<file path="src/rtl/bru_pkg.sv">
// Shared types and constants for the branch resolve unit.
package bru_pkg;

    typedef enum logic {
        NORMAL  = 1'b0,
        RECOVER = 1'b1
    } bru_state_e;

    localparam int unsigned PC_STEP = 4;

endpackage

</file>
<file path="src/rtl/bru_perf_cnt.sv">
// Saturating resolved-branch and misprediction counters.
module bru_perf_cnt #(
    parameter int CNT_W = 32
) (
    input  logic             clk_i,
    input  logic             rst_i,
    input  logic             branch_inc_i,
    input  logic             mispred_inc_i,
    output logic [CNT_W-1:0] branch_cnt_o,
    output logic [CNT_W-1:0] mispred_cnt_o
);

    logic [CNT_W-1:0] branch_cnt_q, branch_cnt_d;
    logic [CNT_W-1:0] mispred_cnt_q, mispred_cnt_d;

    // NOTE: every always_comb output gets a default first so no latch is inferred.
    always_comb begin
        branch_cnt_d  = branch_cnt_q;
        mispred_cnt_d = mispred_cnt_q;
        if (branch_inc_i && (branch_cnt_q != '1))
            branch_cnt_d = branch_cnt_q + 1'b1;
        if (mispred_inc_i && (mispred_cnt_q != '1))
            mispred_cnt_d = mispred_cnt_q + 1'b1;
    end

    // NOTE: state registers use non-blocking assignment only.
    always_ff @(posedge clk_i or posedge rst_i) begin
        if (rst_i) begin
            branch_cnt_q  <= '0;
            mispred_cnt_q <= '0;
        end else begin
            branch_cnt_q  <= branch_cnt_d;
            mispred_cnt_q <= mispred_cnt_d;
        end
    end

    assign branch_cnt_o  = branch_cnt_q;
    assign mispred_cnt_o = mispred_cnt_q;

endmodule

</file>
<file path="src/rtl/branch_resolve_unit.sv">
// Resolves the conditional branch held in EX against its prediction and drives
// redirect/flush/predictor-update. Define BRU_PERF_CNT_EN to add perf counters.
module branch_resolve_unit
    import bru_pkg::*;
#(
    parameter int ADDR_W = 32,
    parameter int CNT_W  = 32
) (
    input  logic              clk_i,
    input  logic              rst_i,
    input  logic              id_branch_i,
    input  logic              id_pred_i,
    input  logic [ADDR_W-1:0] id_pc_i,
    input  logic [ADDR_W-1:0] id_target_i,
    input  logic              stall_i,
    input  logic              ex_taken_i,
    output logic              id_redirect_o,
    output logic [ADDR_W-1:0] id_redirect_pc_o,
    output logic              mispredict_o,
    output logic [ADDR_W-1:0] redirect_pc_o,
    output logic              flush_o,
    output logic              upd_branch_o,
    output logic              upd_pred_o,
    output logic              upd_result_o,
    output logic [CNT_W-1:0]  branch_cnt_o,
    output logic [CNT_W-1:0]  mispred_cnt_o
);

    bru_state_e        state_q, state_d;
    logic              valid_q, valid_d;
    logic              pred_q, pred_d;
    logic [ADDR_W-1:0] pc_plus4_q, pc_plus4_d;
    logic [ADDR_W-1:0] target_q, target_d;
    logic              load_en;

    assign mispredict_o = valid_q & (pred_q != ex_taken_i);
    assign flush_o      = mispredict_o;
    assign redirect_pc_o = !mispredict_o ? '0 : (ex_taken_i ? target_q : pc_plus4_q);

    assign upd_branch_o = valid_q;
    assign upd_pred_o   = valid_q & pred_q;
    assign upd_result_o = valid_q & ex_taken_i;

    // The ID slot right after a mispredict is wrong-path; reset also forces it quiet.
    assign id_redirect_o    = ~rst_i & (state_q == NORMAL) & id_branch_i & id_pred_i
                              & ~stall_i & ~mispredict_o;
    assign id_redirect_pc_o = rst_i ? '0 : id_target_i;

    assign load_en = id_branch_i & ~stall_i & ~mispredict_o & (state_q == NORMAL);

    always_comb begin
        valid_d    = load_en;
        pred_d     = pred_q;
        pc_plus4_d = pc_plus4_q;
        target_d   = target_q;
        if (load_en) begin
            pred_d     = id_pred_i;
            pc_plus4_d = id_pc_i + ADDR_W'(PC_STEP);
            target_d   = id_target_i;
        end
        state_d = (state_q == NORMAL && mispredict_o) ? RECOVER : NORMAL;
    end

    always_ff @(posedge clk_i or posedge rst_i) begin
        if (rst_i) begin
            state_q    <= NORMAL;
            valid_q    <= 1'b0;
            pred_q     <= 1'b0;
            pc_plus4_q <= '0;
            target_q   <= '0;
        end else begin
            state_q    <= state_d;
            valid_q    <= valid_d;
            pred_q     <= pred_d;
            pc_plus4_q <= pc_plus4_d;
            target_q   <= target_d;
        end
    end

`ifdef BRU_PERF_CNT_EN
    bru_perf_cnt #(
        .CNT_W (CNT_W)
    ) u_perf_cnt (
        .clk_i         (clk_i),
        .rst_i         (rst_i),
        .branch_inc_i  (upd_branch_o),
        .mispred_inc_i (mispredict_o),
        .branch_cnt_o  (branch_cnt_o),
        .mispred_cnt_o (mispred_cnt_o)
    );
`else
    assign branch_cnt_o  = '0;
    assign mispred_cnt_o = '0;
`endif

endmodule
</file>
<file path="config.mk">
export PLATFORM = sky130hd
export DESIGN_NAME = branch_resolve_unit
export DESIGN_NICKNAME = d
export VERILOG_FILES = /design/src/rtl/bru_pkg.sv /design/src/rtl/bru_perf_cnt.sv /design/src/rtl/branch_resolve_unit.sv
export SDC_FILE = /design/constraint.sdc
export NUM_CORES = 1
export LEC_CHECK = 0
export CAP_MARGIN = 40
export CELL_PAD_IN_SITES_DETAIL_PLACEMENT = 0
export CELL_PAD_IN_SITES_GLOBAL_PLACEMENT = 2
export CORE_UTILIZATION = 24
export CTS_CLUSTER_DIAMETER = 80
export CTS_CLUSTER_SIZE = 25
export DETAILED_ROUTE_END_ITERATION = 8
export PLACE_DENSITY_LB_ADDON = 0.25
export SLEW_MARGIN = 10
export SYNTH_ARGS = -nofsm -noshare
export SYNTH_HDL_FRONTEND = slang
export SYNTH_SLANG_ARGS = --single-unit
</file>
<file path="constraint.sdc">
create_clock -name clk_i -period 5.9 [get_ports clk_i]
set_clock_uncertainty 0.2 [all_clocks]
set_input_delay 1.77 -clock clk_i [delete_from_list [all_inputs] [get_ports clk_i]]
set_output_delay 1.77 -clock clk_i [all_outputs]
set_load 0.02 [all_outputs]
</file>
# Word level (Yosys, flattened, before mapping)
# Index checks and enable logic that the tools add are counted.
# totals
reg_bits,67
latchBits,0
ramBits,0
romBits,0
inputBits,70
output_inout_bits,134
elab_cells,27
n_memories,0
# op_classes
add_sub_neg,1
n_mul,0
div,0
n_lt_le_gt_ge,0
n_eq_ne,1
shift,0
mux,4
n_bitwise,15
n_reduce_logical,1
# op_table
op,count
$mux 32,3
$add 32x3->32 const B,1
$and 1x1->1,11
$not 1->1,4
$logic_and 1x1->1,1
$mux 1,1
$ne 1x1->1,1

# Longest topological paths before layout
# Gate-level depths: netlist (run 1).
# logic_depth
word_depth,6
mapped_depth,9

# Worst setup path before layout (run 1)
# Ideal clock, no wire load.
# synth_timing
kind,input-to-output
startpoint,in rst_i
endpoint,out id_redirect_o
t_arrival_ns,3.639
path_slack_ns,0.291
stages,2
n_path_buf,0
path_cell_list,inv_1 and3_1
# synth_via
elab_chain_cells,6
# synth_rtl
element,line,source
from (decl),branch_resolve_unit.sv:10,"input logic rst_i,"
$not 1->1,branch_resolve_unit.sv:45,assign id_redirect_o = ~rst_i & (state_q == NORMAL) & id_branch_i & id_pred_i
$and 1x1->1 (3 in a row),branch_resolve_unit.sv:45,
$and 1x1->1 (2 in a row),branch_resolve_unit.sv:46,& ~stall_i & ~mispredict_o;
to (decl),branch_resolve_unit.sv:17,"output logic id_redirect_o,"
# Every way passes these cells.

# Worst setup path after layout (run 1)
# layout_timing
startpoint,in ex_taken_i
endpoint,out id_redirect_o
# layout_via
elab_chain_cells,4
# layout_rtl
element,line,source
from (decl),branch_resolve_unit.sv:16,"input logic ex_taken_i,"
$ne 1x1->1,branch_resolve_unit.sv:36,assign mispredict_o = valid_q & (pred_q != ex_taken_i);
$and 1x1->1,branch_resolve_unit.sv:36,
$not 1->1,branch_resolve_unit.sv:46,
$and 1x1->1,branch_resolve_unit.sv:46,
# Every way passes these cells.

==> metrics.txt, run 1 <==
outcome finished, final reports clean; vias per cell 4.07; CP Class input port to primary output; crit-path cells buf_2, xor2_2, nand2_2, buf_4, and3_4, and3_1, clkdlybuf4s50_1; Hold Crit Class flop to flop; WL/cell 14.1 um; Reg2Reg Depth 7; Slew Limit Fails 0; Sw Pwr 486 uW; final setup fails 0; Cells after DPL 780; root buffer cell clkbuf_16; R2R Setup Slk 2.87 ns; Layout Cells excl Fill 796; Cells after Synth 432; Hold Crit Start state_q; Synth area leader dfrtp_1; WP buf/inv 3; Power Internal 1190 uW; R2R Path End target_q[25]; cell family with most CP delay buffers and inverters; CTS max path bufs 2; Seq/Total Area, Yosys 38.6%; number of global-route vias before repair 3209; slowest stage cell, crit path clkdlybuf4s50_1; largest net degree at the start of global routing 49; HPWL Detailed 8310 um; Max-Cap Viols 0; antenna-violating nets left 0; Max Freq 189 MHz; Worst Path Arrival 3.32 ns; placed cell area 5710 um2; CP required 3.93 ns; GRT overflow 0; PortBufs 139; worst vdd ir 0.000165 V; Hold Crit Depth 1; die span in x 137 um; clock latency on the worst-skew pair 0.34 ns; setup tns final 0 ns; Hold Path End state_q; RSZ-0062 raised after global routing no; Area Growth Syn to Fin 38.6%; FF+latch count, synth 67; Resized cells post-CTS 0; Die ar. 18600 um2; clock power share 33.2%; Worst slew margin 55.8%; r2r startpoint pred_q; DRC 0; clock sink count 67; clock-pin slew on the worst setup and hold paths 0.05 ns; Fin. Hold Viols 0; Worst setup EP type primary output; wirelength, routed 11200 um; maximum level of the CTS H-tree 3; final worst-path cycle share 89.7%; Leak 0.00256 uW; Synth Warn # 0; layout net count 637; power share of the sequential group 37.7%; final instance area 6020 um2; Num CTS Buffers 9; syn avg cell area 10.1 um2; routed vias 3239; Synth top area share 38.6%; Die Y 137 um; CTS tree done; first-pass GRT wire length 17300 um; # IOs 204; switch share 29.0%; cell area after synthesis 4340 um2; power density cells 278 nW/um2; RePlAce Congestion 0.672; Pre-Repair DR Iteration Count 4; Overall Power 1680 uW; share of layout cells above drive strength 1 11.9%; distinct cell type count after synthesis 27; diode count 0; effective utilization at floorplan 24.9%; minimum clock period 5.29 ns; Least-Margin Pin Slew 0.663 ns; synth top area cells dfrtp_1, mux2_4, buf_4, mux2i_1, nor2_1; # hold bufs at CTS 0; Critical Path Max Stage Delay 0.59 ns; Comb power frac 29.1%; Core Box Area 17500 um2; gr usage total 12.4%; crit path max fanout 19; Post-CTS Setup Inserts 0; DR iter-0 viols 113; # rows 48; crit path launch type input port; initial antenna violation count 0
-- metrics by stage --
stage	util, %	worst slack [ns]	hold WS (ns)
2_1_floorplan	-	0.291	0.204
4_1_cts	34.5	0.584	0.224
6_report	34.5	0.606	0.225
5_1_grt	34.5	0.509	0.243
3_5_place_dp	32.6	0.586	0.224
3_3_place_gp	32.4	0.607	0.216
-- worst max path at each step --
stage                    start  slack [ns]             to  depth (start not counted)
finish              ex_taken_i        0.61  id_redirect_o                          7
global route        ex_taken_i        0.51  id_redirect_o                          7
CTS                 ex_taken_i        0.58  id_redirect_o                          7
detailed placement  ex_taken_i        0.59  id_redirect_o                          7
global placement    ex_taken_i        0.61  id_redirect_o                          7
floorplan                rst_i        0.29  id_redirect_o                          2
-- layer usage --
layer | GRT usage (%) | vias to the layer above | share of wire, %
li1 | - | 1581 | -
met3 | 3.22 | 11 | 5.7
met1 | 15.9 | 1527 | 46
met2 | 19.7 | 120 | 47
met4 | 5.31 | 0 | 1.7
met5 | 0 | - | 0
-- final cells by class --
| type | count | area, um2 |
|---|---|---|
| clock buffer | 13 | 270 |
| clock inverter | 3 | 45.0 |
| fill | 1794 | 11500 |
| inverter | 4 | 16.3 |
| multi-input combinational | 335 | 2250 |
| sequential | 67 | 1680 |
| tap | 225 | 282 |
| timing repair buffer | 149 | 1480 |
-- state kept, by name, indices dropped and copies added, names as in the netlist --
signal / flops
state_q: 1
target_q: 32
pred_q: 1
upd_branch_o: 1
pc_plus4_q: 32
-- layout by cell type, fill, tap and decap left out, types with 9 or more instances in the layout --
master / count
mux2i_1: 32
mux2_4: 36
nand4_1: 11
clkbuf_16: 9
dfrtp_1: 67
xnor2_1: 10
xor2_1: 18
nor2b_1: 32
nor2_1: 66
conb_1: 64
buf_4: 9
clkdlybuf4s50_1: 137
a21oi_1: 29
-- synthesized netlist by cell type --
| cell | number |
|---|---|
| nor3_1 | 1 |
| nor4_2 | 1 |
| xnor2_1 | 10 |
| ha_1 | 1 |
| and2_1 | 6 |
| buf_4 | 69 |
| buf_6 | 5 |
| mux2_4 | 36 |
| xor2_1 | 18 |
| inv_1 | 4 |
| clkbuf_2 | 1 |
| nor2_1 | 66 |
| nand4_1 | 11 |
| a21oi_1 | 29 |
| nor2b_1 | 32 |
| and4_1 | 5 |
| xor2_2 | 1 |
| nand2_1 | 7 |
| nand4b_1 | 1 |
| conb_1 | 1 |
| nand3_1 | 7 |
| clkbuf_1 | 8 |
| buf_2 | 6 |
| nand2_2 | 1 |
| dfrtp_1 | 67 |
| mux2i_1 | 32 |
| and3_1 | 6 |
-- logic make-up after synthesis --
group,after synthesis,share of synthesized area [%]
simple gates,144,16.8
buf+inv,93,15.1
mux,68,19.8
flops,67,38.6
compound gates,29,3.34
xor+xnor,29,6.02
fa+ha+maj,1,0.288
other cells,1,0.0863
-- power groups by stage --
stage          clock, uW  combinational, uW  sequential (uW)
2_1_floorplan          0                365              621
3_3_place_gp           0                486              639
3_5_place_dp           0                492              641
4_1_cts              580                496              633
5_1_grt              597                533              647
6_report             556                488              632
Note: power is estimated with default switching activity, not from simulation.
==> run 2, diff against run 1 <==
--- a/config.mk
+++ b/config.mk
@@ -8,10 +8,11 @@
 export CAP_MARGIN = 40
 export CELL_PAD_IN_SITES_DETAIL_PLACEMENT = 0
 export CELL_PAD_IN_SITES_GLOBAL_PLACEMENT = 2
-export CORE_UTILIZATION = 24
+export CORE_UTILIZATION = 26
 export CTS_CLUSTER_DIAMETER = 80
 export CTS_CLUSTER_SIZE = 25
 export DETAILED_ROUTE_END_ITERATION = 8
+export MAX_ROUTING_LAYER = met4
 export PLACE_DENSITY_LB_ADDON = 0.25
 export SLEW_MARGIN = 10
 export SYNTH_ARGS = -nofsm -noshare
==> constraint.sdc (replaced) <==
create_clock -name clk_i -period 6.75 [get_ports clk_i]
set_clock_uncertainty 0.2 [all_clocks]
set_input_delay 2.025 -clock clk_i [delete_from_list [all_inputs] [get_ports clk_i]]
set_output_delay 2.025 -clock clk_i [all_outputs]
set_load 0.02 [all_outputs]
==> metrics.txt, run 2 (synthesis gave the netlist of run 1 again) <==
outcome finished, final reports clean; GRT overflow 0 (unchanged); diode count 0 (unchanged); clock sink count 67 (unchanged); worst vdd ir 0.000106 V (-36%); # rows 46 (-4.2%); Overall Power 1420 uW (-15%); RePlAce Congestion 0.731 (+8.7%); Layout Cells excl Fill 783 (-1.6%); maximum level of the CTS H-tree 3 (unchanged); setup tns final 0 ns (unchanged); switch share 29.3% (+0.30 points); placed cell area 5660 um2 (-0.72%); top flop regs pc_plus4_q: 32 flops, target_q: 32 flops; largest net degree at the start of global routing 53 (+8.2%); share of layout cells above drive strength 1 10.9% (-0.97 points); first-pass GRT wire length 17800 um (+3.1%); Power Internal 1000 uW (-16%); Max-Cap Viols 0 (unchanged); DRC 0 (unchanged); Worst slew margin 51.8% (-4.0 points); Cells after DPL 768 (-1.5%); effective utilization at floorplan 27.0% (+2.1 points); area of the multi-input gates 2250 um2 (unchanged); Sw Pwr 417 uW (-14%); crit path max fanout 22 (+3); clock latency on the worst-skew pair 0.32 ns (-0.02 ns); Fin. Hold Viols 0 (unchanged); HPWL Detailed 7900 um (-5.0%); FF+latch area 1680 um2 (unchanged); vias per cell 4.10 (+0.66%); # hold bufs at CTS 0 (unchanged); CTS tree done; die span in x 131 um (-3.9%); Area Growth Syn to Fin 36.8%; clock power share 31.3% (-1.9 points); Post-CTS Setup Inserts 0 (unchanged); Hold Crit Class flop to flop; Final WS setup 0.816 ns (+0.210 ns); Leak 0.00254 uW (-1.1%); Least-Margin Pin Slew 0.723 ns (+0.0603 ns); M2 GR Usage 20.7% (+0.92 points); minimum clock period 5.93 ns; CP Class input port to primary output; Max Freq 169 MHz; fill cell count 1673 (-6.7%); WL/cell 14.0 um (-0.27%); crit path launch type input port; M1 GR Usage 17.5% (+1.6 points); Core Box Area 16100 um2 (-7.8%); # IOs 204 (unchanged); initial antenna violation count 0 (unchanged); PortBufs 139 (unchanged); Slew Limit Fails 0 (unchanged); final instance area 5940 um2 (-1.3%); gr busiest metal met2; Num CTS Buffers 9 (unchanged); Pre-Repair DR Iteration Count 4 (unchanged); wirelength, routed 11000 um (-1.9%); M3 GR Usage 2.85% (-0.37 points); Worst setup EP type primary output; pre-CTS WS 0.794 ns (+0.207 ns); routed vias 3207 (-0.99%); final worst-path cycle share 87.9%; Die Y 131 um (-3.9%); most common cell after layout, fill and taps aside clkdlybuf4s50_1; power density cells 239 nW/um2 (-14%); number of global-route vias before repair 3174 (-1.1%); power share of the sequential group 38.9% (+1.2 points); layout net count 634 (-0.47%); gr usage total 13.3% (+0.91 points); CTS max path bufs 2 (unchanged); Comb power frac 29.9% (+0.8 points); clock-pin slew on the worst setup and hold paths 0.05 ns (about the same); Die ar. 17200 um2 (-7.6%); commonest cells after routing, fill and taps aside clkdlybuf4s50_1, dfrtp_1, nor2_1; final setup fails 0 (unchanged); Worst Path Arrival 3.71 ns (+0.39 ns); RSZ-0062 raised after global routing no; Resized cells post-CTS 0 (unchanged); root buffer cell clkbuf_16; antenna-violating nets left 0 (unchanged); CP required 4.53 ns (+0.60 ns); DR iter-0 viols 108 (-4.4%)
-- run 2: final cells by class --
class,count,area share [%]
clock buffer,12,3.98
clock inverter,3,0.674
inverter,4,0.274
multi-input combinational,335,38.0
sequential,67,28.2
tap,216,4.55
timing repair buffer,146,24.3
-- run 2: worst max-delay path, stage by stage --
cell and delay, ns:
buf_2 0.12, xor2_2 0.15, nand2_2 0.37, and3_4 0.28, and3_1 0.16, clkdlybuf4s50_1 0.61
-- run 2: worst paths after layout --
path	from	endpoint	slack, ns	cells past startpoint
hold reg to reg	state_q	state_q	0.23	1
hold / removal	state_q	state_q	0.23	1
min in group asynchronous	rst_i	target_q[30]	1.93	3
setup / recovery	ex_taken_i	id_redirect_o	0.82	6
setup reg to reg	pred_q	pc_plus4_q[0]	3.60	6
max in group asynchronous	rst_i	pc_plus4_q[16]	3.87	4
-- run 2: through the flow --
stage | hold WS, ns | utilization [%]
3_5_place_dp | 0.221 | 35.1
6_report | 0.234 | 36.9
3_3_place_gp | 0.216 | 35.0
4_1_cts | 0.229 | 36.9
5_1_grt | 0.247 | 36.9
2_1_floorplan | 0.204 | -
-- run 2: power by group through the flow --
stage	clock network [uW]	logic (uW)	registers (uW)
2_1_floorplan	0	319	543
3_3_place_gp	0	425	559
3_5_place_dp	0	428	560
4_1_cts	464	432	554
5_1_grt	482	461	566
6_report	444	425	552
-- run 2: routing by layer --
metal | up-vias | part of all wire, %
met3 | 10 | 4.3
met1 | 1510 | 48
met5 | - | 0
met2 | 116 | 47
li1 | 1571 | -
met4 | 0 | 1.1
==> run 3, diff against run 2 <==
--- a/config.mk
+++ b/config.mk
@@ -5,10 +5,11 @@
 export SDC_FILE = /design/constraint.sdc
 export NUM_CORES = 1
 export LEC_CHECK = 0
+export ABC_AREA = 1
 export CAP_MARGIN = 40
 export CELL_PAD_IN_SITES_DETAIL_PLACEMENT = 0
 export CELL_PAD_IN_SITES_GLOBAL_PLACEMENT = 2
-export CORE_UTILIZATION = 26
+export CORE_UTILIZATION = 23
 export CTS_CLUSTER_DIAMETER = 80
 export CTS_CLUSTER_SIZE = 25
 export DETAILED_ROUTE_END_ITERATION = 8
==> metrics.txt, run 3 <==
Area Growth Syn to Fin 40.1%; Leak 0.00293 uW (+16%); initial antenna violation count 0 (unchanged); CP Class input port to primary output; Worst slew margin 63.2% (+11 points); asr flop ratio synth 100% (unchanged); WP buf/inv 3 (+1); syn avg cell area 6.64 um2 (-34%); FF+latch count, synth 67 (unchanged); distinct cell type count after synthesis 23 (-15%); Cells after Synth 662 (+53%); maximum level of the CTS H-tree 3 (unchanged); Layout Cells excl Fill 1031 (+32%); most common cell after layout, fill and taps aside nand2_1; worst vdd ir 0.0000993 V (-6.7%); Synth Warn # 0 (unchanged); Post-CTS Setup Inserts 0 (unchanged); Die Y 140 um (+6.9%); Slew Limit Fails 0 (unchanged); gr usage total 14.2% (+0.89 points); main flop type after synthesis dfrtp_1; Max-Cap Viols 0 (unchanged); clock-pin slew on the worst setup and hold paths 0.06 ns (about the same); final setup fails 0 (unchanged); Worst Path Arrival 3.90 ns (+0.19 ns); wirelength, routed 13400 um (+22%); FF+latch area 1680 um2 (unchanged); die span in x 140 um (+6.9%); Seq/Total Area, Yosys 38.1% (-0.46 points); CTS max path bufs 2 (unchanged); number of global-route vias before repair 3798 (+20%); HPWL Detailed 10500 um (+33%); largest net degree at the start of global routing 95 (+79%); DRC 0 (unchanged); cell family with most CP delay buffers and inverters; Critical Path Max Stage Delay 0.64 ns (+0.03 ns); Num CTS Buffers 9 (unchanged); fill cell count 2020 (+21%); DR iter-0 viols 184 (+70%); Max Freq 163 MHz (-3.1%); Die ar. 19700 um2 (+14%); CP required 4.53 ns (about the same); # rows 50 (+8.7%); effective utilization at floorplan 23.5% (-3.5 points); routed vias 4189 (+31%); Resized cells post-CTS 0 (unchanged); cell area after synthesis 4400 um2 (+1.2%); slowest stage cell, crit path clkdlybuf4s50_1; layout net count 863 (+36%); GRT overflow 0 (unchanged); Synth top area share 38.1% (-0.46 points); Min Hold Slack 0.235 ns (+0.000832 ns); Pre-Repair DR Iteration Count 5 (+1); PortBufs 139 (unchanged); CTS tree done; crit path max fanout 26 (+18%); crit path launch type input port; Cells after DPL 1015 (+32%); top cells by count, synth nand2_1, nor2_1, buf_4, dfrtp_1, inv_1; root buffer cell clkbuf_16; Hold Crit Class flop to flop; vias per cell 4.06 (-0.80%); Post-synth EDFFs 0 (unchanged); Core Box Area 18700 um2 (+16%); RSZ-0062 raised after global routing no; WL/cell 13.0 um (-7.3%); # hold bufs at CTS 0 (unchanged); synth top area cells dfrtp_1, nand2_1, buf_4, nor2_1, inv_1; commonest cells after routing, fill and taps aside nand2_1, clkdlybuf4s50_1, nor2_1; Least-Margin Pin Slew 0.551 ns (-0.173 ns); diode count 0 (unchanged); outcome finished, final reports clean; share of layout cells above drive strength 1 4.52% (-6.4 points); clock latency on the worst-skew pair 0.33 ns (about the same); Fin. Hold Viols 0 (unchanged); RePlAce Congestion 0.809 (+11%); minimum clock period 6.13 ns (+0.192 ns); crit-path cells clkdlybuf4s50_1, nand2_1, nand2_1, o21ai_4, buf_16, a21oi_1, clkdlybuf4s50_1; power density cells 238 nW/um2 (-0.67%); first-pass GRT wire length 20900 um (+18%); clock sink count 67 (unchanged); # IOs 204 (unchanged); area of the multi-input gates 2100 um2 (-6.7%); Worst setup EP type primary output; final worst-path cycle share 90.8% (+2.8 points); Synth area leader dfrtp_1; antenna-violating nets left 0 (unchanged); top flop regs pc_plus4_q: 32 flops, target_q: 32 flops; top-count cell post-synth nand2_1; setup tns final 0 ns (unchanged)
## run 3: kinds of logic (layout without fill, tap and decap cells)
family	Yosys count	count (layout)	synth area share [%]
and+or+nand+nor	351	351	31.6
other	1	64	0.0853
adders and majority gates	1	1	0.285
AOI/OAI and AO/OA	79	79	9.45
xor gates and xnor gates	5	5	0.996
buffers and inverters	158	230	19.4
DFF	67	67	38.1
## run 3: cell type report
class	count	area share, %
clock buffers	9	3.66
inverters	66	4.02
multi-input cells	500	34.2
flip-flops and latches	67	27.2
well taps	234	4.75
clock inverters	7	1.65
repair buffers	148	24.5
## run 3: where the power goes
part / total [uW] / switching [uW] / internal, uW
Clock: 506 / 180 / 326
Sequential: 559 / 55.1 / 503
Combinational: 399 / 236 / 163
## run 3: worst paths after layout
path	startpoint	end	slack, ns	depth (start not counted)
worst max-delay path	ex_taken_i	redirect_pc_o[15]	0.62	7
worst min-delay path	state_q	state_q	0.24	1
worst max register to register	state_q	pc_plus4_q[30]	4.83	6
worst min register to register	state_q	state_q	0.24	1
max in group asynchronous	rst_i	pc_plus4_q[17]	3.81	4
min in group asynchronous	rst_i	target_q[8]	1.97	3
## run 3: worst reg2reg max path: cells and delay by family (launching register included)
| kind | cells | cell delay, ns |
|---|---|---|
| AND/OR/NAND/NOR | 4 | 0.89 |
| buffers and inverters | 2 | 0.39 |
| flip-flops | 1 | 0.38 |
## run 3: through the flow
stage               utilization (%)  worst slack [ns]  power (uW)  cell area, um2
CTS                            32.9             0.631        1480            6160
global route                   32.9             0.509        1560            6160
global placement               30.8             0.264         954            5760
detailed placement             31.2             0.635         969            5830
floorplan                         -              1.43         822            4630
finish                         32.9             0.624        1460            6160
## run 3: metal layers
metal | wire length (um) | vias to the layer above | share of wire (%) | track usage (%)
met5 | 0 | - | 0 | -
met4 | 246 | 0 | 1.8 | 5.21
met3 | 615 | 17 | 4.6 | 2.12
met2 | 5620 | 143 | 42 | 20.3
met1 | 6930 | 1858 | 52 | 20.2
li1 | - | 2171 | - | -
